**src/rtl/rr_demux_pkg.sv**
```systemverilog
// rr_demux_pkg: shared constants, credit type and one-hot helper for the rr_demux_sched slice.
package rr_demux_pkg;
  localparam int NCH = 4;
  localparam int SELW = 2;
  localparam int CW = 4;
  typedef logic [CW-1:0] credit_t;
  function automatic logic [NCH-1:0] onehot4(input logic [SELW-1:0] sel);
    return 4'b0001 << sel;
  endfunction
endpackage

```
**src/rtl/rr_demux_sched_pick4.sv**
```systemverilog
// rr_pick4: combinational rotating-priority picker; grants first request at or after ptr.
module rr_pick4
  import rr_demux_pkg::*;
(
  input  logic [SELW-1:0] ptr,
  input  logic [NCH-1:0]  req,
  output logic [SELW-1:0] gnt,
  output logic            any
);
  logic [2*NCH-1:0] dbl;
  logic [NCH-1:0]   rot;
  logic [SELW-1:0]  off;
  // rot[k] is req[(ptr+k) mod 4], so a fixed priority encoder gives the offset from ptr
  assign dbl = {req, req} >> ptr;
  assign rot = dbl[NCH-1:0];
  assign off = rot[0] ? 2'd0 : rot[1] ? 2'd1 : rot[2] ? 2'd2 : 2'd3;
  assign gnt = ptr + off;
  assign any = |req;
endmodule

```
**src/rtl/rr_demux_sched.sv**
```systemverilog
// rr_demux_sched: credit-based round-robin 1-to-4 demux scheduler.
// Optional per-channel dispatch counters when RR_DEMUX_STATS_EN is defined.
module rr_demux_sched
  import rr_demux_pkg::*;
#(
  parameter int WIDTH   = 1,
  parameter int CREDITS = 2
) (
  input  logic             clk,
  input  logic             rst_n,
  input  logic [WIDTH-1:0] in_data,
  input  logic             in_valid,
  output logic             in_ready,
  input  logic [NCH-1:0]   ch_en,
  input  logic [NCH-1:0]   credit_ret,
  output logic [SELW-1:0]  sel,
  output logic [WIDTH-1:0] out_data,
  output logic [NCH-1:0]   out_valid,
  output logic             cred_err
`ifdef RR_DEMUX_STATS_EN
  ,
  output logic [31:0]      dispatch_cnt
`endif
);
  localparam credit_t FULL = credit_t'(CREDITS);
  credit_t [NCH-1:0] credit_q, credit_d;
  logic [NCH-1:0]   elig, dec, full, valid_q, valid_d;
  logic [SELW-1:0]  gnt, ptr_q, ptr_d, sel_q, sel_d;
  logic [WIDTH-1:0] data_q, data_d;
  logic             any, xfer, err_q, err_d;
  rr_pick4 u_pick (
    .ptr(ptr_q),
    .req(elig),
    .gnt(gnt),
    .any(any)
  );
  for (genvar i = 0; i < NCH; i++) begin : g_ch
    assign elig[i] = ch_en[i] && (credit_q[i] != '0);
    assign dec[i]  = xfer && (gnt == SELW'(i));
    assign full[i] = credit_q[i] == FULL;
    // a return with no dispatch on an already-full channel is dropped and flagged
    assign credit_d[i] = (dec[i] && !credit_ret[i]) ? credit_q[i] - 1'b1 :
                         (credit_ret[i] && !dec[i] && !full[i]) ? credit_q[i] + 1'b1 :
                         credit_q[i];
  end
  assign in_ready = any;
  assign xfer     = in_valid && any;
  assign err_d    = err_q || |(credit_ret & ~dec & full);
  assign ptr_d    = xfer ? gnt + 2'd1 : ptr_q;
  assign sel_d    = xfer ? gnt : sel_q;
  assign data_d   = xfer ? in_data : data_q;
  assign valid_d  = xfer ? onehot4(gnt) : '0;
  always_ff @(posedge clk or negedge rst_n) begin
    if (!rst_n) begin
      credit_q <= {NCH{FULL}};
      ptr_q    <= '0;
      sel_q    <= '0;
      data_q   <= '0;
      valid_q  <= '0;
      err_q    <= 1'b0;
    end else begin
      credit_q <= credit_d;
      ptr_q    <= ptr_d;
      sel_q    <= sel_d;
      data_q   <= data_d;
      valid_q  <= valid_d;
      err_q    <= err_d;
    end
  end
  assign sel       = sel_q;
  assign out_data  = data_q;
  assign out_valid = valid_q;
  assign cred_err  = err_q;
`ifdef RR_DEMUX_STATS_EN
  logic [NCH-1:0][7:0] cnt_q, cnt_d;
  for (genvar i = 0; i < NCH; i++) begin : g_cnt
    assign cnt_d[i] = cnt_q[i] + {7'd0, dec[i]};
  end
  always_ff @(posedge clk or negedge rst_n) begin
    if (!rst_n) cnt_q <= '0;
    else cnt_q <= cnt_d;
  end
  assign dispatch_cnt = cnt_q;
`endif
endmodule
```
**config.mk**
```make
export PLATFORM = sky130hd
export DESIGN_NAME = rr_demux_sched
export DESIGN_NICKNAME = d
export VERILOG_FILES = /design/src/rtl/rr_demux_pkg.sv /design/src/rtl/rr_demux_sched_pick4.sv /design/src/rtl/rr_demux_sched.sv
export SDC_FILE = /design/constraint.sdc
export NUM_CORES = 1
export LEC_CHECK = 0
export CELL_PAD_IN_SITES_DETAIL_PLACEMENT = 1
export CELL_PAD_IN_SITES_GLOBAL_PLACEMENT = 2
export CORE_MARGIN = 1
export CORE_UTILIZATION = 32
export CTS_CLUSTER_DIAMETER = 80
export DETAILED_ROUTE_END_ITERATION = 12
export HOLD_SLACK_MARGIN = 0.1
export PLACE_DENSITY = 0.75
export SYNTH_ARGS = -nofsm -noshare
export SYNTH_HDL_FRONTEND = slang
export SYNTH_SLANG_ARGS = --single-unit
```
**constraint.sdc**
```tcl
create_clock -name clk -period 3.7 [get_ports clk]
set_input_delay 1.11 -clock clk [delete_from_list [all_inputs] [get_ports clk]]
set_output_delay 1.11 -clock clk [all_outputs]
set_load 0.05 [all_outputs]
```
==> results of run 1 <==
layout make-up:
type | count | share of cell area
sequential | 26 | 0.250
timing repair buffer | 67 | 0.212
multi-input combinational | 144 | 0.453
tap | 72 | 0.0343
clock inverter | 1 | 0.0114
clock buffer | 3 | 0.0157
inverter | 17 | 0.0243
worst reg2reg max path, delay by kind of cell (launching register included):
family                   cells  cell delay (ns)
adder cells (fa/ha/maj)      2             0.41
flip-flops                   1             0.51
multiplexers                 2             0.58
buffers and inverters        1             0.10
AO/OA/AOI/OAI                7             1.48
AND/OR/NAND/NOR              4             0.41
routing by layer:
layer  routed length, um  vias to the layer above  global-route usage
met5                   0                        -                   0
met4                  65                        0              0.0407
met3                 155                        6              0.0326
met2                2810                       27               0.339
met1                2340                      850               0.213
li1                    -                      844                   -
registers in the layout, indices dropped and copies added (netlist names):
| signal | cells |
|---|---|
| cred_err | 1 |
| credit_q | 16 |
| out_valid | 4 |
| sel | 2 |
| ptr_q | 2 |
| out_data | 1 |
how the worst min path moves through the flow:
stage / startpoint / to / cells after the start
finish: sel[1] / sel[1] / 1
global route: sel[1] / sel[1] / 1
CTS: sel[1] / sel[1] / 1
detailed placement: sel[1] / sel[1] / 1
global placement: sel[1] / sel[1] / 1
floorplan: credit_q[11] / credit_q[11] / 1
stage by stage:
step,utilization,hold WS (ns),power (W)
final,0.474,0.502,0.00246
after global placement,0.444,0.464,0.00203
after global routing,0.474,0.519,0.00265
after CTS,0.469,0.502,0.00245
after detailed placement,0.444,0.477,0.00215
after floorplan,-,0.491,0.00156
power breakdown:
part	switching [W]	internal [W]
logic	0.000774	0.000788
registers	0.000218	0.000432
clock network	0.000102	0.000145
timing repair:
item                       CTS  global route
pin swaps                    7             7
setup endpoints to repair    9             7
setup buffers                8             1
gates resized for setup     20             5
cells by family after synthesis:
family                   after synthesis  synth area share
AND/OR/NAND/NOR                       60             0.167
flip-flops                            26             0.352
AO/OA/AOI/OAI                         49             0.222
multiplexers                          14            0.0867
adder cells (fa/ha/maj)                9            0.0686
XOR/XNOR                              12            0.0565
buffers and inverters                 23            0.0471
placed cells by master (no fill, tap or decap), types with 3 or more instances in the layout:
cell type	count
buf_4	47
dfrtp_1	22
clkdlybuf4s50_1	15
nand2_1	14
inv_1	14
nor2_1	11
xnor2_1	8
nand3_1	7
a31oi_1	6
mux2i_1	6
a21oi_1	6
a21o_1	6
nor3_1	5
ha_1	5
o41a_1	4
nor4_1	4
o21ai_0	4
xor2_1	4
a22oi_1	4
dfstp_2	4
o41ai_4	3
o221ai_1	3
nand2b_1	3
inv_2	3
mux2_2	3
clkbuf_8	3
==> flow_summary.json, run 1 <==
{
  "synth_seq_area_share": 0.352,
  "endpoint": "credit_q[15]",
  "cts_inserted_buffers": 3,
  "reg2reg_depth": 16,
  "seq_area_sq_um": 656,
  "hold_viol": 0,
  "cts_buffer_depth": 2,
  "synthTopCellsByCount": "22 x dfrtp_1, 14 x inv_1, 14 x nand2_1, 13 x nor2_1, 8 x xnor2_1",
  "drc_errors": 0,
  "crit_path_max_incr_delay_ns": 0.36,
  "htreeDepth": 1,
  "slew_violations": 0,
  "fillers": 649,
  "yosysTopAreaCell": "dfrtp_1",
  "min_period_ns": 3.67,
  "coreArea_sq_mm": 0.00554,
  "end_kind": "flip-flop",
  "wl_um": 5380,
  "worstPathArrival_ns": 3.83,
  "regToRegSetupSlack_ns": 0.08,
  "avgSynthCellArea_sq_um": 9.64,
  "cellPowerDensity_mw_per_mm2": 937,
  "synth_cell_types": 47,
  "vias": 1727,
  "path_class": "in2reg",
  "yosys_most_used_dff": "dfrtp_1",
  "io_buffers": 20,
  "rsz0062_at_grt": "true",
  "pre_cts_ws_ns": -0.682,
  "hold_path_class": "reg2reg",
  "slowest_stage": "a311oi_1",
  "start_kind": "input port",
  "antenna_cells": 0,
  "syn_area_sq_mm": 0.00186,
  "grt_pass1_vias": 1753,
  "dr.pass1.iters": 4,
  "io_pins": 21,
  "outcome": "complete, no violations",
  "dp_hpwl_um": 4070,
  "final_area_sq_mm": 0.00263,
  "clock_latency_ns": 0.28,
  "dp_cells": 317,
  "r2r-start": "credit_q[4]",
  "rows": 27,
  "synth_top_area_frac": 0.296,
  "fmax_ghz": 0.273,
  "crit_path_frequent_cell": "mux2_4",
  "setup-tns-final_ns": 0,
  "ir_drop_mv": 0.301,
  "synth_most_common_cell": "dfrtp_1",
  "synth_edf_count": 0,
  "cts.sinks": 26,
  "finalNetCount": 280,
  "synthesis.instances": 193,
  "drv_cap": 0,
  "cpLargestDelayFamily": "compound AO/OA/AOI/OAI gates",
  "async_reset_ff_frac": 1.00,
  "worstPathMaxFanout": 5,
  "tightest_slew_ns": 0.588,
  "place_area_sq_mm": 0.00246,
  "cp_num_buf_inv": 2,
  "cp.required_ns": 3.87,
  "place_congestion": 0.804,
  "synthToLayoutAreaGrowth_pct": 41.1,
  "antenna_found_initial": 0,
  "postCtsHoldBufs": 0,
  "synth.area.top_cells": "dfrtp_1 30%, dfstp_2 5.6%, ha_1 4.7%",
  "grt_pass1_wl_um": 8580,
  "crit_start": "ch_en[2]",
  "instances_no_fill": 330,
  "setup_viol": 0,
  "drt-initial-drc-count": 58,
  "grt-ovfl-total": 0,
  "finClkSkew_ns": 0.00750,
  "ant_nets": 0,
  "crit_chain": "buf_6 > o41a_1 > a311oi_1 > o21ai_2 > ha_2 > nand2b_4 > mux2_4 > a21boi_4 > nand2b_1 > inv_2 > ha_4 > a21o_1 > a21oi_2 > nand3b_1 > mux2_4 > o311a_1",
  "p_leak_nw": 1.21,
  "cts_tree": "built",
  "track_usage": 0.181,
  "mappedNetlistNets": 214,
  "initial_core_util": 0.336,
  "relSlewSlack": 0.605,
  "die_w_um": 78.3,
  "dieArea_sq_mm": 0.00612,
  "layout_setup_ws_ns": 0.0318,
  "vias_per_cell": 5.23,
  "ys_ff_latch": 26,
  "path_depth": 16,
  "ys_warn_count": 0,
  "path_clk_slew_ns": 0.10,
  "r2r_end": "credit_q[15]",
  "multi_input_area_sq_mm": 0.00119,
  "grt_max_degree": 27,
  "cts_root_buf": "clkbuf_8",
  "wire_per_inst_um": 16.3,
  "layout-drive-gt1-share": 0.329,
  "post-route-period-util": 0.991,
  "die_y_um": 78.3
}
(Power assumes the default switching activity.)
==> run 2, diff against run 1 <==
Settings changed: GPL_TIMING_DRIVEN set to 0.
==> flow_summary.json, run 2 (synthesis results as in run 1) <==
{
  "largest_reg_flops": 16,
  "regToRegSetupSlack_ns": 0.06,
  "hold_end": "sel[0]",
  "grt_pass1_vias": 1695,
  "violations": "setup timing",
  "ant_nets": 0,
  "antenna_found_initial": 0,
  "grt_max_degree": 27,
  "clock_latency_ns": 0.27,
  "io_pins": 21,
  "hold_path_class": "reg2reg",
  "end_kind": "flip-flop",
  "vias_per_cell": 5.32,
  "layout_common_cells": "26 x buf_4, 22 x dfrtp_1, 14 x nand2_1",
  "regMostFlops": "credit_q",
  "coreArea_sq_mm": 0.00554,
  "slowest_stage": "o311a_1",
  "hold_viol": 0,
  "seqPwrFrac": 0.268,
  "rows": 27,
  "synthToLayoutAreaGrowth_pct": 34.2,
  "path_clk_slew_ns": 0.09,
  "crit_chain": "buf_8 > o41a_1 > o311a_1 > o21ai_1 > ha_2 > nor2b_4 > mux2i_4 > buf_6 > a21boi_4 > nand2b_1 > inv_2 > ha_4 > a21o_1 > a21oi_2 > nand3b_1 > mux2_4 > o311a_1",
  "setup-tns-final_ns": -0.0267,
  "reg2reg_depth": 16,
  "worstPathMaxFanout": 4,
  "die_w_um": 78.3,
  "layout_setup_ws_ns": -0.0267,
  "track_usage": 0.170,
  "dp_hpwl_um": 3520,
  "p_clk_frac": 0.071,
  "crit_path_frequent_cell": "o311a_1",
  "p_leak_nw": 1.10,
  "cp.required_ns": 3.87,
  "outcome": "finished with violations",
  "initial_core_util": 0.336,
  "vias": 1664,
  "htreeDepth": 1,
  "dr.pass1.iters": 4,
  "internal_power_w": 0.00125,
  "grt_pass1_wl_um": 8200,
  "die_y_um": 78.3,
  "start_kind": "input port",
  "drv_cap": 0,
  "tightest_slew_ns": 0.617,
  "setup_viol": 1,
  "holdCritStartpoint": "sel[0]",
  "fmax_ghz": 0.268,
  "switching_share": 0.465,
  "layout-drive-gt1-share": 0.290,
  "drc_errors": 0,
  "cts_tree": "built",
  "drt-initial-drc-count": 52,
  "cts_buffer_depth": 2,
  "slew_violations": 0,
  "io_buffers": 18,
  "min_path_cells": 1,
  "wl_um": 5020,
  "r2r_end": "credit_q[15]",
  "cts_root_buf": "clkbuf_8",
  "grt-ovfl-total": 0,
  "ir_drop_mv": 0.355,
  "r2r-start": "credit_q[8]",
  "rsz0062_at_grt": "true",
  "cts.sinks": 26,
  "dieArea_sq_mm": 0.00612,
  "cts_inserted_buffers": 3,
  "pwr-share-comb": 0.661,
  "worstPathArrival_ns": 3.89,
  "post-route-period-util": 1.01,
  "place_congestion": 0.805,
  "cpLargestDelayFamily": "compound AO/OA/AOI/OAI gates",
  "power_switching_w": 0.00108,
  "finalNetCount": 264,
  "finClkSkew_ns": 0.00391,
  "utilization": 0.451,
  "path_class": "in2reg",
  "mostFrequentLayoutCell": "buf_4",
  "crit_path_max_incr_delay_ns": 0.37,
  "cp_num_buf_inv": 3,
  "antenna_cells": 0,
  "wire_per_inst_um": 16.0,
  "min_period_ns": 3.73,
  "relSlewSlack": 0.589,
  "cellPowerDensity_mw_per_mm2": 933
}
run 2: changes by cell type in the layout (fill, tap and decap cells not counted), sizes merged:
cell | previous run | this run
clkdlybuf4s15 | 0 | 2
bufinv | 1 | 0
buf | 52 | 32
clkbuf | 3 | 7
clkdlybuf4s50 | 15 | 13
run 2: layout make-up:
type / count / area, sq um
Fill cell: 632 / 3040
Multi-Input combinational cell: 144 / 1230
Inverter: 17 / 63.8
Clock buffer: 3 / 41.3
Sequential cell: 26 / 656
Timing Repair Buffer: 46 / 402
Tap cell: 72 / 90.1
Buffer: 5 / 18.8
run 2: routing by layer:
metal,vias up,global-route usage,part of all wire
met4,0,0.0389,0.011
met2,19,0.295,0.50
met5,-,0,0
met3,4,0.0326,0.022
li1,813,-,-
met1,828,0.217,0.46
run 2: power by group through the flow:
stage / clock (W) / combinational (W) / sequential, W
after floorplan: 0 / 0.000924 / 0.000641
after global placement: 0 / 0.00119 / 0.000597
after detailed placement: 0 / 0.00127 / 0.000611
after CTS: 0.000172 / 0.00137 / 0.000621
after global routing: 0.000186 / 0.00169 / 0.000649
final: 0.000166 / 0.00154 / 0.000625
run 2: how the worst max path moves through the flow:
stage | startpoint | slack, ns | depth (start not counted) | endpoint
after global placement | ch_en[2] | -0.90 | 17 | credit_q[15]
final | ch_en[2] | -0.03 | 17 | credit_q[15]
after global routing | ch_en[0] | -0.14 | 19 | credit_q[15]
after floorplan | ch_en[0] | -0.17 | 17 | credit_q[15]
after detailed placement | ch_en[2] | -1.04 | 18 | credit_q[15]
after CTS | ch_en[2] | -0.04 | 16 | credit_q[15]
run 2: stage by stage:
step | area [sq um] | setup WS, ns | total power (W) | instances | hold slack (ns)
2_1_floorplan | 1900 | -0.172 | 0.00156 | 193 | 0.491
3_3_place_gp | 2170 | -0.902 | 0.00179 | 283 | 0.464
3_5_place_dp | 2170 | -1.04 | 0.00188 | 283 | 0.472
4_1_cts | 2350 | -0.0407 | 0.00216 | 300 | 0.494
5_1_grt | 2500 | -0.139 | 0.00253 | 313 | 0.519
6_report | 2500 | -0.0267 | 0.00233 | 313 | 0.485
run 2: what timing repair did:
action	CTS	global route
cloned	0	0
setup endpoints to repair	14	7
hold buffers	0	0
pin swaps	10	18
buffers inserted	15	13
resized for setup	23	14
run 2: worst register-to-register path, stage by stage, from the launching register on:
cell and delay [ns]:
dfrtp_1 0.48, o41a_1 0.55, o311a_1 0.37, o21ai_1 0.15, ha_2 0.23, nor2b_4 0.16
mux2i_4 0.08, buf_6 0.15, a21boi_4 0.16, nand2b_1 0.11, inv_2 0.11, ha_4 0.20
a21o_1 0.18, a21oi_2 0.15, nand3b_1 0.09, mux2_4 0.27, o311a_1 0.10
==> run 3, diff against run 2 <==
Settings changed: RECOVER_POWER set to 100, SETUP_SLACK_MARGIN set to 0.3.
==> flow_summary.json, run 3 (synthesis results as in run 1) <==
{
  "start_kind": "input port",
  "fmax_ghz": 0.267,
  "power_w": 0.00265,
  "layout-drive-gt1-share": 0.372,
  "grt_pass1_wl_um": 9100,
  "ant_nets": 0,
  "r2r-start": "credit_q[4]",
  "path_class": "in2reg",
  "track_usage": 0.193,
  "antenna_cells": 0,
  "hold_path_class": "reg2reg",
  "htreeDepth": 1,
  "vias_per_cell": 5.39,
  "cts_tree": "built",
  "clock_latency_ns": 0.28,
  "setup_viol": 1,
  "rsz0062_at_grt": "true",
  "outcome": "finished with violations",
  "io_buffers": 18,
  "dr.pass1.iters": 4,
  "cts_buffer_depth": 2,
  "reg2reg_depth": 17,
  "worstPathArrival_ns": 3.91,
  "synthToLayoutAreaGrowth_pct": 44.9,
  "hold_viol": 0,
  "drc_errors": 0,
  "internal_power_w": 0.00143,
  "cp.required_ns": 3.87,
  "cts_inserted_buffers": 3,
  "antenna_found_initial": 0,
  "wire_per_inst_um": 17.6,
  "cellPowerDensity_mw_per_mm2": 984,
  "seqPwrFrac": 0.241,
  "p_clk_frac": 0.074,
  "holdWs_ns": 0.485,
  "p_leak_nw": 1.17,
  "end_kind": "flip-flop",
  "ir_drop_mv": 0.362,
  "drv_cap": 0,
  "crit_start": "ch_en[0]",
  "relSlewSlack": 0.328,
  "tightest_slew_ns": 1.01,
  "fillers": 623,
  "initial_core_util": 0.336,
  "grt_pass1_vias": 1832,
  "grt_max_degree": 27,
  "layout_common_cells": "29 x buf_4, 22 x dfrtp_1, 13 x nand2_1, 13 x inv_1, 12 x clkdlybuf4s50_1",
  "finalNetCount": 272,
  "min_period_ns": 3.75,
  "pwr-share-comb": 0.685,
  "vias": 1736,
  "violations": "setup timing",
  "r2r_end": "credit_q[15]",
  "io_pins": 21,
  "drt-initial-drc-count": 78,
  "die_w_um": 78.3,
  "worstPathMaxFanout": 6,
  "die_y_um": 78.3,
  "endpoint": "credit_q[15]",
  "power_switching_w": 0.00122,
  "largest_reg_flops": 16,
  "mostFrequentLayoutCell": "buf_4",
  "final_area_sq_mm": 0.00270,
  "regToRegSetupSlack_ns": 0.05,
  "dieArea_sq_mm": 0.00612,
  "finClkSkew_ns": 0.0102,
  "grt-ovfl-total": 0,
  "cts_root_buf": "clkbuf_8",
  "min_path_cells": 1,
  "place_area_sq_mm": 0.00218,
  "rows": 27,
  "cts.sinks": 26,
  "layout_setup_ws_ns": -0.0478,
  "regMostFlops": "credit_q",
  "postCtsHoldBufs": 0,
  "dp_hpwl_um": 3770,
  "post-route-period-util": 1.01,
  "switching_share": 0.461,
  "place_congestion": 0.876,
  "slew_violations": 0,
  "wl_um": 5660,
  "path_clk_slew_ns": 0.09,
  "coreArea_sq_mm": 0.00554
}
-- run 3: timing repair --
item / 4_1_cts / 5_1_grt
setup endpoints to repair: 18 / 14
pin swaps: 19 / 24
buffers inserted: 24 / 10
resized for setup: 40 / 18
-- run 3: how the worst min path moves through the flow --
stage | start | to | slack (ns)
floorplan | credit_q[11] | credit_q[11] | 0.49
global placement | sel[1] | sel[1] | 0.47
detailed placement | sel[1] | sel[1] | 0.47
CTS | sel[1] | sel[1] | 0.49
global route | sel[1] | sel[1] | 0.53
finish | sel[1] | sel[1] | 0.49
-- run 3: area by class of cell --
cell class	count	area [sq um]	area share
Tap cell	72	90.1	0.0334
Clock buffer	4	55.1	0.0204
Sequential cell	26	656	0.243
Timing Repair Buffer	53	462	0.171
Multi-Input combinational cell	144	1330	0.495
Buffer	6	33.8	0.0125
Inverter	17	66.3	0.0246
-- run 3: power by group through the flow --
stage                     combinational, W  clock (W)  sequential [W]
after floorplan                   0.000939          0        0.000641
after global placement             0.00121          0        0.000596
after detailed placement           0.00130          0        0.000613
after CTS                          0.00165   0.000203        0.000626
after global routing               0.00196   0.000217        0.000661
final                              0.00182   0.000197        0.000639
-- run 3: metal layers --
metal,vias up,track usage,part of all wire
met5,-,0,0
met4,0,0.0630,0.010
met3,5,0.0221,0.014
met2,14,0.333,0.51
met1,889,0.249,0.46
li1,828,-,-
-- run 3: metrics by stage --
step                setup slack (ns)  std cells  utilization  TNS, ns
detailed placement             -1.05        283        0.394    -9.53
finish                       -0.0478        322        0.487  -0.0478
floorplan                     -0.172        193            -   -0.172
global route                  -0.196        322        0.487   -0.883
CTS                           -0.131        311        0.461   -0.182
global placement              -0.886        283        0.394    -6.86
-- run 3: critical path, cell delays in order --
cell,delay (ns)
buf_6,0.07
o41a_1,0.24
nor3_2,0.08
a311oi_2,0.24
o21ai_2,0.11
ha_2,0.22
nand2b_4,0.14
mux2_4,0.27
buf_8,0.14
a21boi_4,0.14
nand2b_1,0.10
inv_2,0.09
ha_4,0.20
a21o_1,0.17
a21oi_2,0.14
nand3b_1,0.09
mux2_4,0.27
o311a_1,0.11
